## src/rtl/snoop_window_ctrl_pkg.sv

```systemverilog
// Shared types and constants for the snoop window sequencer and its capture slots.
package snoop_ctrl_pkg;

  typedef enum logic [1:0] {
    ST_IDLE    = 2'd0,
    ST_MEASURE = 2'd1,
    ST_COLLECT = 2'd2,
    ST_EMIT    = 2'd3
  } state_t;

  localparam int unsigned RESULT_BEATS = 3;
  localparam int unsigned WORD_W       = 64;

  typedef logic [1:0] beat_idx_t;

  localparam beat_idx_t         LAST_BEAT    = beat_idx_t'(RESULT_BEATS - 1);
  localparam logic [WORD_W-1:0] TIMEOUT_FILL = 64'hFFFF_FFFF_FFFF_FFFF;

  typedef struct packed {
    logic [WORD_W-1:0] data;
    logic              last;
  } result_beat_t;

endpackage

```

## src/rtl/snoop_window_ctrl_capture_slot.sv

```systemverilog
// count_capture_slot: holds one snooper count word; ready until captured, or filled on timeout.
module count_capture_slot
  import snoop_ctrl_pkg::*;
(
  input  logic              clk,
  input  logic              areset,
  input  logic              clear,
  input  logic              collect_en,
  input  logic              force_fill,
  input  logic              tvalid,
  input  logic [WORD_W-1:0] tdata,
  output logic              tready_c,
  output logic              take_c,
  output logic              captured,
  output logic [WORD_W-1:0] word
);

  assign tready_c = collect_en & ~captured;
  assign take_c   = tvalid & tready_c;

  // A real word on the timeout cycle wins over the fill value.
  always_ff @(posedge clk or posedge areset) begin
    if (areset) begin
      captured <= 1'b0;
      word     <= '0;
    end else if (clear) begin
      captured <= 1'b0;
    end else if (take_c) begin
      captured <= 1'b1;
      word     <= tdata;
    end else if (force_fill && !captured) begin
      captured <= 1'b1;
      word     <= TIMEOUT_FILL;
    end
  end

endmodule

```

## src/rtl/snoop_window_ctrl.sv

```systemverilog
// snoop_window_ctrl: opens a measure window, gathers the three count words and emits a 3-beat record.
// Optional SNOOP_CTRL_AUTO_REARM_EN adds a rearm input that restarts the window straight from EMIT.
module snoop_window_ctrl
  import snoop_ctrl_pkg::*;
#(
  parameter int unsigned WIN_WIDTH       = 32,
  parameter int unsigned COLLECT_TIMEOUT = 64
) (
  input  logic                 clk,
  input  logic                 areset,
  input  logic                 start,
  input  logic [WIN_WIDTH-1:0] window_len,
  input  logic                 abort,
  output logic                 measure,
  input  logic [WORD_W-1:0]    cycle_count_TDATA,
  input  logic                 cycle_count_TVALID,
  output logic                 cycle_count_TREADY,
  input  logic [WORD_W-1:0]    flit_count_TDATA,
  input  logic                 flit_count_TVALID,
  output logic                 flit_count_TREADY,
  input  logic [WORD_W-1:0]    packet_count_TDATA,
  input  logic                 packet_count_TVALID,
  output logic                 packet_count_TREADY,
  output logic [WORD_W-1:0]    result_TDATA,
  output logic [7:0]           result_TKEEP,
  output logic                 result_TVALID,
  input  logic                 result_TREADY,
  output logic                 result_TLAST,
  output logic                 busy,
  output logic                 timeout_err
`ifdef SNOOP_CTRL_AUTO_REARM_EN
  ,
  input  logic                 rearm
`endif
);

  localparam int unsigned TO_W = $clog2(COLLECT_TIMEOUT + 1);

  state_t               state;
  logic [WIN_WIDTH-1:0] win_cnt;
  logic [WIN_WIDTH-1:0] last_len;
  logic [TO_W-1:0]      to_cnt;
  beat_idx_t            beat;
  logic                 collect_en;
  result_beat_t         res_q;

  logic [RESULT_BEATS-1:0] tvalid_v, tready_v, take_v, captured_v;
  logic [WORD_W-1:0]       tdata_v [RESULT_BEATS];
  logic [WORD_W-1:0]       word_v  [RESULT_BEATS];

  logic [WIN_WIDTH-1:0] eff_len_c;
  logic [WORD_W-1:0]    first_word_c;
  beat_idx_t            beat_nxt_c;
  logic rearm_c, start_ok_c, last_hs_c, all_done_c, timeout_hit_c, clear_c, fill_c;

`ifdef SNOOP_CTRL_AUTO_REARM_EN
  assign rearm_c = rearm;
`else
  assign rearm_c = 1'b0;
`endif

  assign tvalid_v   = {packet_count_TVALID, flit_count_TVALID, cycle_count_TVALID};
  assign tdata_v[0] = cycle_count_TDATA;
  assign tdata_v[1] = flit_count_TDATA;
  assign tdata_v[2] = packet_count_TDATA;

  assign cycle_count_TREADY  = tready_v[0];
  assign flit_count_TREADY   = tready_v[1];
  assign packet_count_TREADY = tready_v[2];

  assign result_TDATA = res_q.data;
  assign result_TLAST = res_q.last;
  assign result_TKEEP = 8'hFF;

  assign eff_len_c     = (window_len == '0) ? WIN_WIDTH'(1) : window_len;
  assign start_ok_c    = (state == ST_IDLE) & start;
  assign last_hs_c     = (state == ST_EMIT) & result_TVALID & result_TREADY & (beat == LAST_BEAT);
  assign all_done_c    = &(captured_v | take_v);
  assign timeout_hit_c = (to_cnt == TO_W'(COLLECT_TIMEOUT - 1));
  assign fill_c        = (state == ST_COLLECT) & timeout_hit_c;
  assign clear_c       = start_ok_c | (last_hs_c & rearm_c);
  assign beat_nxt_c    = beat + beat_idx_t'(1);

  // Beat 0 is loaded on the same edge its slot may still be capturing or filling.
  assign first_word_c = take_v[0]     ? tdata_v[0] :
                        captured_v[0] ? word_v[0]  : TIMEOUT_FILL;

  genvar i;
  for (i = 0; i < int'(RESULT_BEATS); i++) begin : g_slot
    count_capture_slot u_slot (
      .clk        (clk),
      .areset     (areset),
      .clear      (clear_c),
      .collect_en (collect_en),
      .force_fill (fill_c),
      .tvalid     (tvalid_v[i]),
      .tdata      (tdata_v[i]),
      .tready_c   (tready_v[i]),
      .take_c     (take_v[i]),
      .captured   (captured_v[i]),
      .word       (word_v[i])
    );
  end

  // Sequencer: IDLE -> MEASURE -> COLLECT -> EMIT -> IDLE (or MEASURE on rearm).
  always_ff @(posedge clk or posedge areset) begin
    if (areset) begin
      state         <= ST_IDLE;
      win_cnt       <= '0;
      last_len      <= '0;
      to_cnt        <= '0;
      beat          <= '0;
      collect_en    <= 1'b0;
      measure       <= 1'b0;
      busy          <= 1'b0;
      timeout_err   <= 1'b0;
      result_TVALID <= 1'b0;
      res_q         <= '0;
    end else begin
      case (state)
        ST_IDLE: begin
          if (start) begin
            state       <= ST_MEASURE;
            win_cnt     <= eff_len_c;
            last_len    <= eff_len_c;
            measure     <= 1'b1;
            busy        <= 1'b1;
            timeout_err <= 1'b0;
          end
        end
        ST_MEASURE: begin
          if ((win_cnt == WIN_WIDTH'(1)) || abort) begin
            state      <= ST_COLLECT;
            measure    <= 1'b0;
            collect_en <= 1'b1;
            to_cnt     <= '0;
          end else begin
            win_cnt <= win_cnt - WIN_WIDTH'(1);
          end
        end
        ST_COLLECT: begin
          if (all_done_c || timeout_hit_c) begin
            state         <= ST_EMIT;
            collect_en    <= 1'b0;
            beat          <= '0;
            result_TVALID <= 1'b1;
            res_q.data    <= first_word_c;
            res_q.last    <= 1'b0;
            if (!all_done_c) timeout_err <= 1'b1;
          end else begin
            to_cnt <= to_cnt + TO_W'(1);
          end
        end
        ST_EMIT: begin
          if (result_TVALID && result_TREADY) begin
            if (beat == LAST_BEAT) begin
              result_TVALID <= 1'b0;
              res_q.last    <= 1'b0;
              if (rearm_c) begin
                state   <= ST_MEASURE;
                win_cnt <= last_len;
                measure <= 1'b1;
              end else begin
                state <= ST_IDLE;
                busy  <= 1'b0;
              end
            end else begin
              beat       <= beat_nxt_c;
              res_q.data <= word_v[beat_nxt_c];
              res_q.last <= (beat_nxt_c == LAST_BEAT);
            end
          end
        end
        default: state <= ST_IDLE;
      endcase
    end
  end

endmodule

```

## config.mk

```make
export PLATFORM = sky130hd
export DESIGN_NAME = snoop_window_ctrl
export DESIGN_NICKNAME = d
export VERILOG_FILES = /design/src/rtl/snoop_window_ctrl_pkg.sv /design/src/rtl/snoop_window_ctrl_capture_slot.sv /design/src/rtl/snoop_window_ctrl.sv
export SDC_FILE = /design/constraint.sdc
export NUM_CORES = 1
export LEC_CHECK = 0
export BUFFER_PORTS_ARGS = -buffer_cell sky130_fd_sc_hd__buf_2
export CORE_ASPECT_RATIO = 1.25
export CORE_MARGIN = 2
export CORE_UTILIZATION = 40
export CTS_BUF_LIST = sky130_fd_sc_hd__clkbuf_8
export CTS_CLUSTER_DIAMETER = 60
export CTS_CLUSTER_SIZE = 25
export DETAILED_ROUTE_END_ITERATION = 8
export GPL_TIMING_DRIVEN = 0
export PLACE_DENSITY = 0.58
export REMOVE_ABC_BUFFERS = 1
export SLEW_MARGIN = 20
export SYNTH_ARGS = -nofsm -noshare
export SYNTH_HDL_FRONTEND = slang
export SYNTH_HIERARCHICAL = 1
export SYNTH_SLANG_ARGS = --single-unit
```

## constraint.sdc

```tcl
create_clock -name clk -period 6.6 [get_ports clk]
set_input_delay 0.66 -clock clk [delete_from_list [all_inputs] [get_ports clk]]
set_output_delay 0.66 -clock clk [all_outputs]
set_load 0.05 [all_outputs]
```

### After elaboration in Yosys (flattened, before gate mapping)

Index checks and enable logic that the tools add are counted.

* bitwise logic cells: 14
* reductions and logical operators: 36
* multiplexer cells: 57
* $mul: 0
* shift operators: 0
* equality and inequality tests: 16
* $add $sub $neg: 3
* divide/modulo/power cells: 0
* $lt $le $gt $ge: 1

Operator list (count)
* $mux W64: 11
* $mux W65: 2
* $pmux W65 S2: 1
* $bmux W64 S2: 1
* $mux W32: 3
* $pmux W32 S2: 1
* $eq A32 B1 Y1 const B: 1
* $logic_not A32 Y1: 1
* $sub A32 B1 Y32 const B: 1
* $mux W1: 20
* $reduce_and A3 Y1: 6
* $mux W2: 8
* $reduce_and A4 Y1: 4
* $reduce_bool A2 Y1: 8
* $mux W7: 2
* $pmux W7 S2: 1
* $ne A2 B2 Y1 const B: 6
* $pmux W1 S2: 5
* $reduce_bool A3 Y1: 3
* $and A1 B1 Y1: 8
* $eq A2 B2 Y1 const B: 4
* $pmux W2 S4: 1
* $add A7 B1 Y7 const B: 1
* $eq A7 B6 Y1 const B: 1
* other kinds (14): 27

* memories: 0
* memory bits (read-only): 0
* bits in registers: 308
* bits of input ports: 232
* output and inout bits: 80
* latch bits: 0
* bits in writable memories: 0

### Depth between registers and ports, before layout

* word-level depth: 8
* mapped depth: 12
* mapped depth without buffers: 7

### Cells and area by module

Netlist, hierarchy kept.

Modules (own cells, without submodules)
* count_capture_slot: instances 3, cells each 363, area each 3858.7 µm², sequential area each 1626.6 µm²
* snoop_window_ctrl: instances 1, cells each 1049, area each 8036.5 µm², sequential area each 2827.7 µm²

### Worst setup path after synthesis

No wires, ideal clock.

* path kind: register -> register
* start: register collect_en
* end: register res_q, in the netlist result_TDATA[38]
* data arrival time: 3.005 ns
* library setup time: 0.135 ns
* clock period less this slack: 3.140 ns
* slack: 3.460 ns
* path buffers: 4
* stages on the path, launching flop included: 12
* path through: dfrtp_1 > buf_2 > nor2b_1 > and2_1 > o22ai_1 > o21ai_0 > o21ai_0 > clkbuf_1 > clkbuf_1 > clkbuf_1 > nand2_1 > o21ai_0

* cells in the longest elaborated chain, start to end: 7
* elaborated cells on any way between the ends: 14

RTL lines
* start: declaration: line snoop_window_ctrl.sv:44 `logic collect_en;`
* start signal: assignment: line snoop_window_ctrl.sv:113 `collect_en <= 1'b0;`
* start signal: assignment: line snoop_window_ctrl.sv:135 `collect_en <= 1'b1;`
* start signal: assignment: line snoop_window_ctrl.sv:144 `collect_en <= 1'b0;`
* $and A1 B1 Y1 (*): line snoop_window_ctrl_capture_slot.sv:18 `assign tready_c = collect_en & ~captured;`
* via cycle_count_TREADY: line snoop_window_ctrl.sv:17 `output logic cycle_count_TREADY,`
* $and A1 B1 Y1 (*): line snoop_window_ctrl_capture_slot.sv:19 `assign take_c = tvalid & tready_c;`
* via take_v[0]: line snoop_window_ctrl.sv:47 `logic [RESULT_BEATS-1:0] tvalid_v, tready_v, take_v, captured_v;`
* $or A3 B3 Y3: line snoop_window_ctrl.sv:78 `assign all_done_c = &(captured_v | take_v);`
* $reduce_and A3 Y1: line snoop_window_ctrl.sv:78
* $logic_or A1 B1 Y1: line snoop_window_ctrl.sv:142 `if (all_done_c || timeout_hit_c) begin`
* $ne A2 B1 Y1 (no source line)
* $reduce_and A4 Y1 (no source line)
* end: declaration: line snoop_window_ctrl.sv:45 `result_beat_t res_q;`

Mark *: on every way through the listed nets, which the timed path passes. The rest lies on a longest branch. The select of a mux whose other input is x is not followed.
A chain may end at the register's enable or synchronous reset.

### Final worst setup path

* start: register state[1]
* end: register win_cnt[0]

* cells in the longest elaborated chain, start to end: 3
* elaborated cells on any way between the ends: 7

RTL lines
* start: declaration: line snoop_window_ctrl.sv:39 `state_t state;`
* start signal: assignment: line snoop_window_ctrl.sv:108 `state <= ST_IDLE;`
* start signal: assignment: line snoop_window_ctrl.sv:123 `state <= ST_MEASURE;`
* start signal: assignment: line snoop_window_ctrl.sv:133 `state <= ST_COLLECT;`
* $eq A2 B1 Y1 / $logic_not A2 Y1 (equally long branches): line snoop_window_ctrl.sv:120 `case (state)`
* $ne A2 B2 Y1 (no source line) / $reduce_bool A2 Y1 (equally long branches)
* $reduce_and A3 Y1 (no source line)
* end signal: assignment: line snoop_window_ctrl.sv:124 `win_cnt <= eff_len_c;`
* end signal: assignment: line snoop_window_ctrl.sv:138 `win_cnt <= win_cnt - WIN_WIDTH'(1);`
* end signal: assignment: line snoop_window_ctrl.sv:161 `win_cnt <= last_len;`
* end: declaration: line snoop_window_ctrl.sv:40 `logic [WIN_WIDTH-1:0] win_cnt;`

Several ways; a longest one is shown, not always the timed one.

==> out/metrics.yaml <==
sta:
  rsz0062_at_grt: "false"
  hold_viol: 0
  tightest_slew_ns: 0.970
  fin_crit_sh_pct: 64.0
  setup_slack_ns: 2.38
  drv_slew: 0
  period_needed_ns: 4.22
  max_slew_margin_pct: 35.2
  max_freq_ghz: 0.237
  setup_viol: 0
  finClkSkew_ns: 0.0516
grt:
  grt_pass1_wl_um: 103000
  grt_max_degree: 86
  first_global_vias: 17500
  antenna_found_initial: 15
  grt.total_usage_pct: 25.7
  grt_overflow_total: 0
detailed_routing:
  firstDrtPassIters: 5
  drt_iter0_markers: 1395
  drc: 0
  vias_per_cell: 5.85
  drtAntennaViolNets: 0
  vias: 17500
  drt-total-wl_um: 66400
  wl_per_cell_um: 22.2
clock_network:
  cts_resized: 0
  clkTransAtPathRegs_ns: 0.10
  clk_latency_ns: 0.68
  cts_setup_buffers: 0
  cts_hold_buffers: 1
  clkSinkCount: 308
  htreeDepth: 1
  clockRootBuffer: "clkbuf_8"
  clock_path_buffers: 3
  cts_buffers: 31
  cts_tree: "built"
final_layout:
  nNetsFinal: 2554
  drive_gt1_share_pct: 26.6
  area_growth_pct: 15.0
  register_area_um2: 7710
  num-fill-cells: 4593
  multi_input_area_um2: 9180
  design_area_um2: 22600
placed_design:
  detailedPlace.worstSlack_ns: 2.58
  dpl_cell_area_um2: 21700
  dp_hpwl_um: 43000
  place_congestion: 0.863
  port_buffers: 303
synth:
  synth_ff_type: "dfrtp_1"
  postSynthAreaPerCell_um2: 9.17
  ys_top_cells_by_area: "dfrtp_1 39%, a221oi_2 14%, inv_1 7.8%"
  syn_inst: 2138
  yosysUniqueCellTypes: 61
  synthesis.area_um2: 19600
  yosysTopAreaCellShare_pct: 39.3
  yosysWarnings: 6
  synth-async-reset-ratio_pct: 100
  ys_ff_latch: 308
  synth_seq_area_share_pct: 39.3
  synth_edf_count: 0
  synth_top_cell_by_area: "dfrtp_1"
worst_setup_path:
  worstPathArrival_ns: 4.71
  r2r_start: "state[1]"
  worstPathRequired_ns: 7.08
  crit_path_end_kind: "flip-flop"
  worstSetupStartpointType: "flip-flop"
  startpoint: "state[1]"
  cp_max_fo: 29
  worstSetupPathType: "flip-flop to flip-flop"
job:
  drv_cap: 0
die:
  core-area_um2: 48300
  die_h_um: 252
  row_count: 90
  initial_core_util_pct: 40.6
  die_area_um2: 50800
  die_w_um: 202
  boundaryPins: 312
pwr:
  irDropWorstVdd_mv: 0.309
  total_power_uw: 11100
  p_leak_uw: 0.0103
  power_density_nw_per_um2: 494
hold_path:
  worstHoldStart: "flit_count_TDATA[22]"
  hold_class: "input port to flip-flop"
status:
  status: "finished clean"
[logic make-up (layout without fill, tap and decap cells)]
| kind of cell | count (synthesis) | in the layout | synth area share, % |
|---|---|---|---|
| adder cells (fa/ha/maj) | 9 | 9 | 0.574 |
| flip-flops | 308 | 308 | 39.3 |
| AO/OA/AOI/OAI | 781 | 781 | 33.9 |
| AND/OR/NAND/NOR | 349 | 349 | 8.11 |
| buffers and inverters | 619 | 812 | 14.4 |
| multiplexers | 71 | 71 | 3.64 |
| other | 1 | 14 | 0.0191 |
[power by group]
| part | switching, µW | internal, µW | leakage (µW) |
|---|---|---|---|
| Sequential | 631 | 2610 | 0.00395 |
| Clock | 814 | 815 | 0.000414 |
| Combinational | 4020 | 2260 | 0.00592 |
| Total | 5470 | 5680 | 0.0103 |
[area by class of cell]
cell class	count	share of cell area [%]
Multi-Input combinational cell	1218	40.7
Sequential cell	308	34.2
Timing Repair Buffer	343	10.9
Inverter	411	6.93
Tap cell	644	3.57
Clock buffer	34	2.07
Clock inverter	24	1.61
Antenna cell	6	0.0666
[synthesized netlist by cell type (2+ instances only)]
master and count:
inv_1 410, dfrtp_1 308, a211oi_1 196, a221oi_2 181, nand2_1 155, o21ai_0 151
clkbuf_1 122, nor2_1 93, a21oi_1 80, o22ai_1 77, mux2i_1 68, buf_2 27
buf_4 26, a221oi_1 25, buf_12 21, nor4_1 17, nor3_1 15, o22a_1 13
a31oi_1 12, nand3_1 12, a2bb2oi_1 9, ha_1 9, or3_1 9, nand4_1 8
buf_1 7, o221a_2 6, or4_1 6, a22o_1 5, and2_1 5, buf_6 5
nand2b_1 5, nor2b_1 5, a22oi_1 4, o211ai_1 4, o32ai_1 4, and4bb_4 3
mux2_2 3, or2_1 3, or2_2 3, a32o_1 2, and3_1 2, nor3b_1 2
or4_4 2
[final timing paths]
path	slack, ns	to	cells past startpoint
max in group asynchronous	5.22	collect_en	4
setup / recovery	2.38	win_cnt[0]	7
hold reg to reg	0.48	result_TDATA[21]	2
hold / removal	0.21	g_slot[1].u_slot/word[22]	3
setup reg to reg	2.38	win_cnt[0]	7
min in group asynchronous	0.56	result_TDATA[44]	3
[per-stage QoR]
step           utilization (%)  cells  TNS (ns)  hold slack (ns)
6_report                  46.7   2988         0            0.210
2_1_floorplan                -   1937   -221.86            0.451
5_1_grt                   46.7   2985         0            0.181
3_5_place_dp              44.9   2923         0            0.466
3_3_place_gp              42.8   2884   -987.78            0.460
4_1_cts                   46.7   2982         0            0.166
[worst max-delay path, stage by stage (launching register included)]
cell	delay, ns
dfrtp_1	0.44
inv_1	0.10
ha_2	0.47
inv_1	0.55
nand2_1	0.92
inv_1	0.48
o21ai_2	0.84
o22ai_1	0.20
[registers in the layout, indices dropped and copies added, names as in the netlist]
name and cells:
beat 2, busy 1, collect_en 1, g_slot.u_slot/captured 3, g_slot.u_slot/word 192, measure 1
result_TDATA 64, result_TLAST 1, result_TVALID 1, state 2, timeout_err 1, to_cnt 7
win_cnt 32
[layout by cell type (no fill, tap or decap), types with 12 or more instances in the layout]
cell type / n
a211oi_1: 196
a221oi_2: 181
o22ai_1: 77
a31oi_1: 12
nor2_1: 93
nand3_1: 12
nand2_1: 155
nor3_1: 15
buf_12: 16
inv_1: 406
mux2i_1: 68
a221oi_1: 25
nor4_1: 17
o21ai_0: 150
o22a_1: 13
buf_2: 300
clkbuf_8: 34
a21oi_1: 79
buf_16: 21
dfrtp_1: 307
[layer usage]
layer	share of wire, %	vias up	track usage [%]	wire (µm)
met2	48	627	42.5	31700
li1	-	8006	-	-
met1	42	8680	34.0	28100
met5	0.23	-	0	154
met4	3.1	24	9.45	2040
met3	6.6	139	3.98	4410
Note: power is estimated with default switching activity, not from simulation.
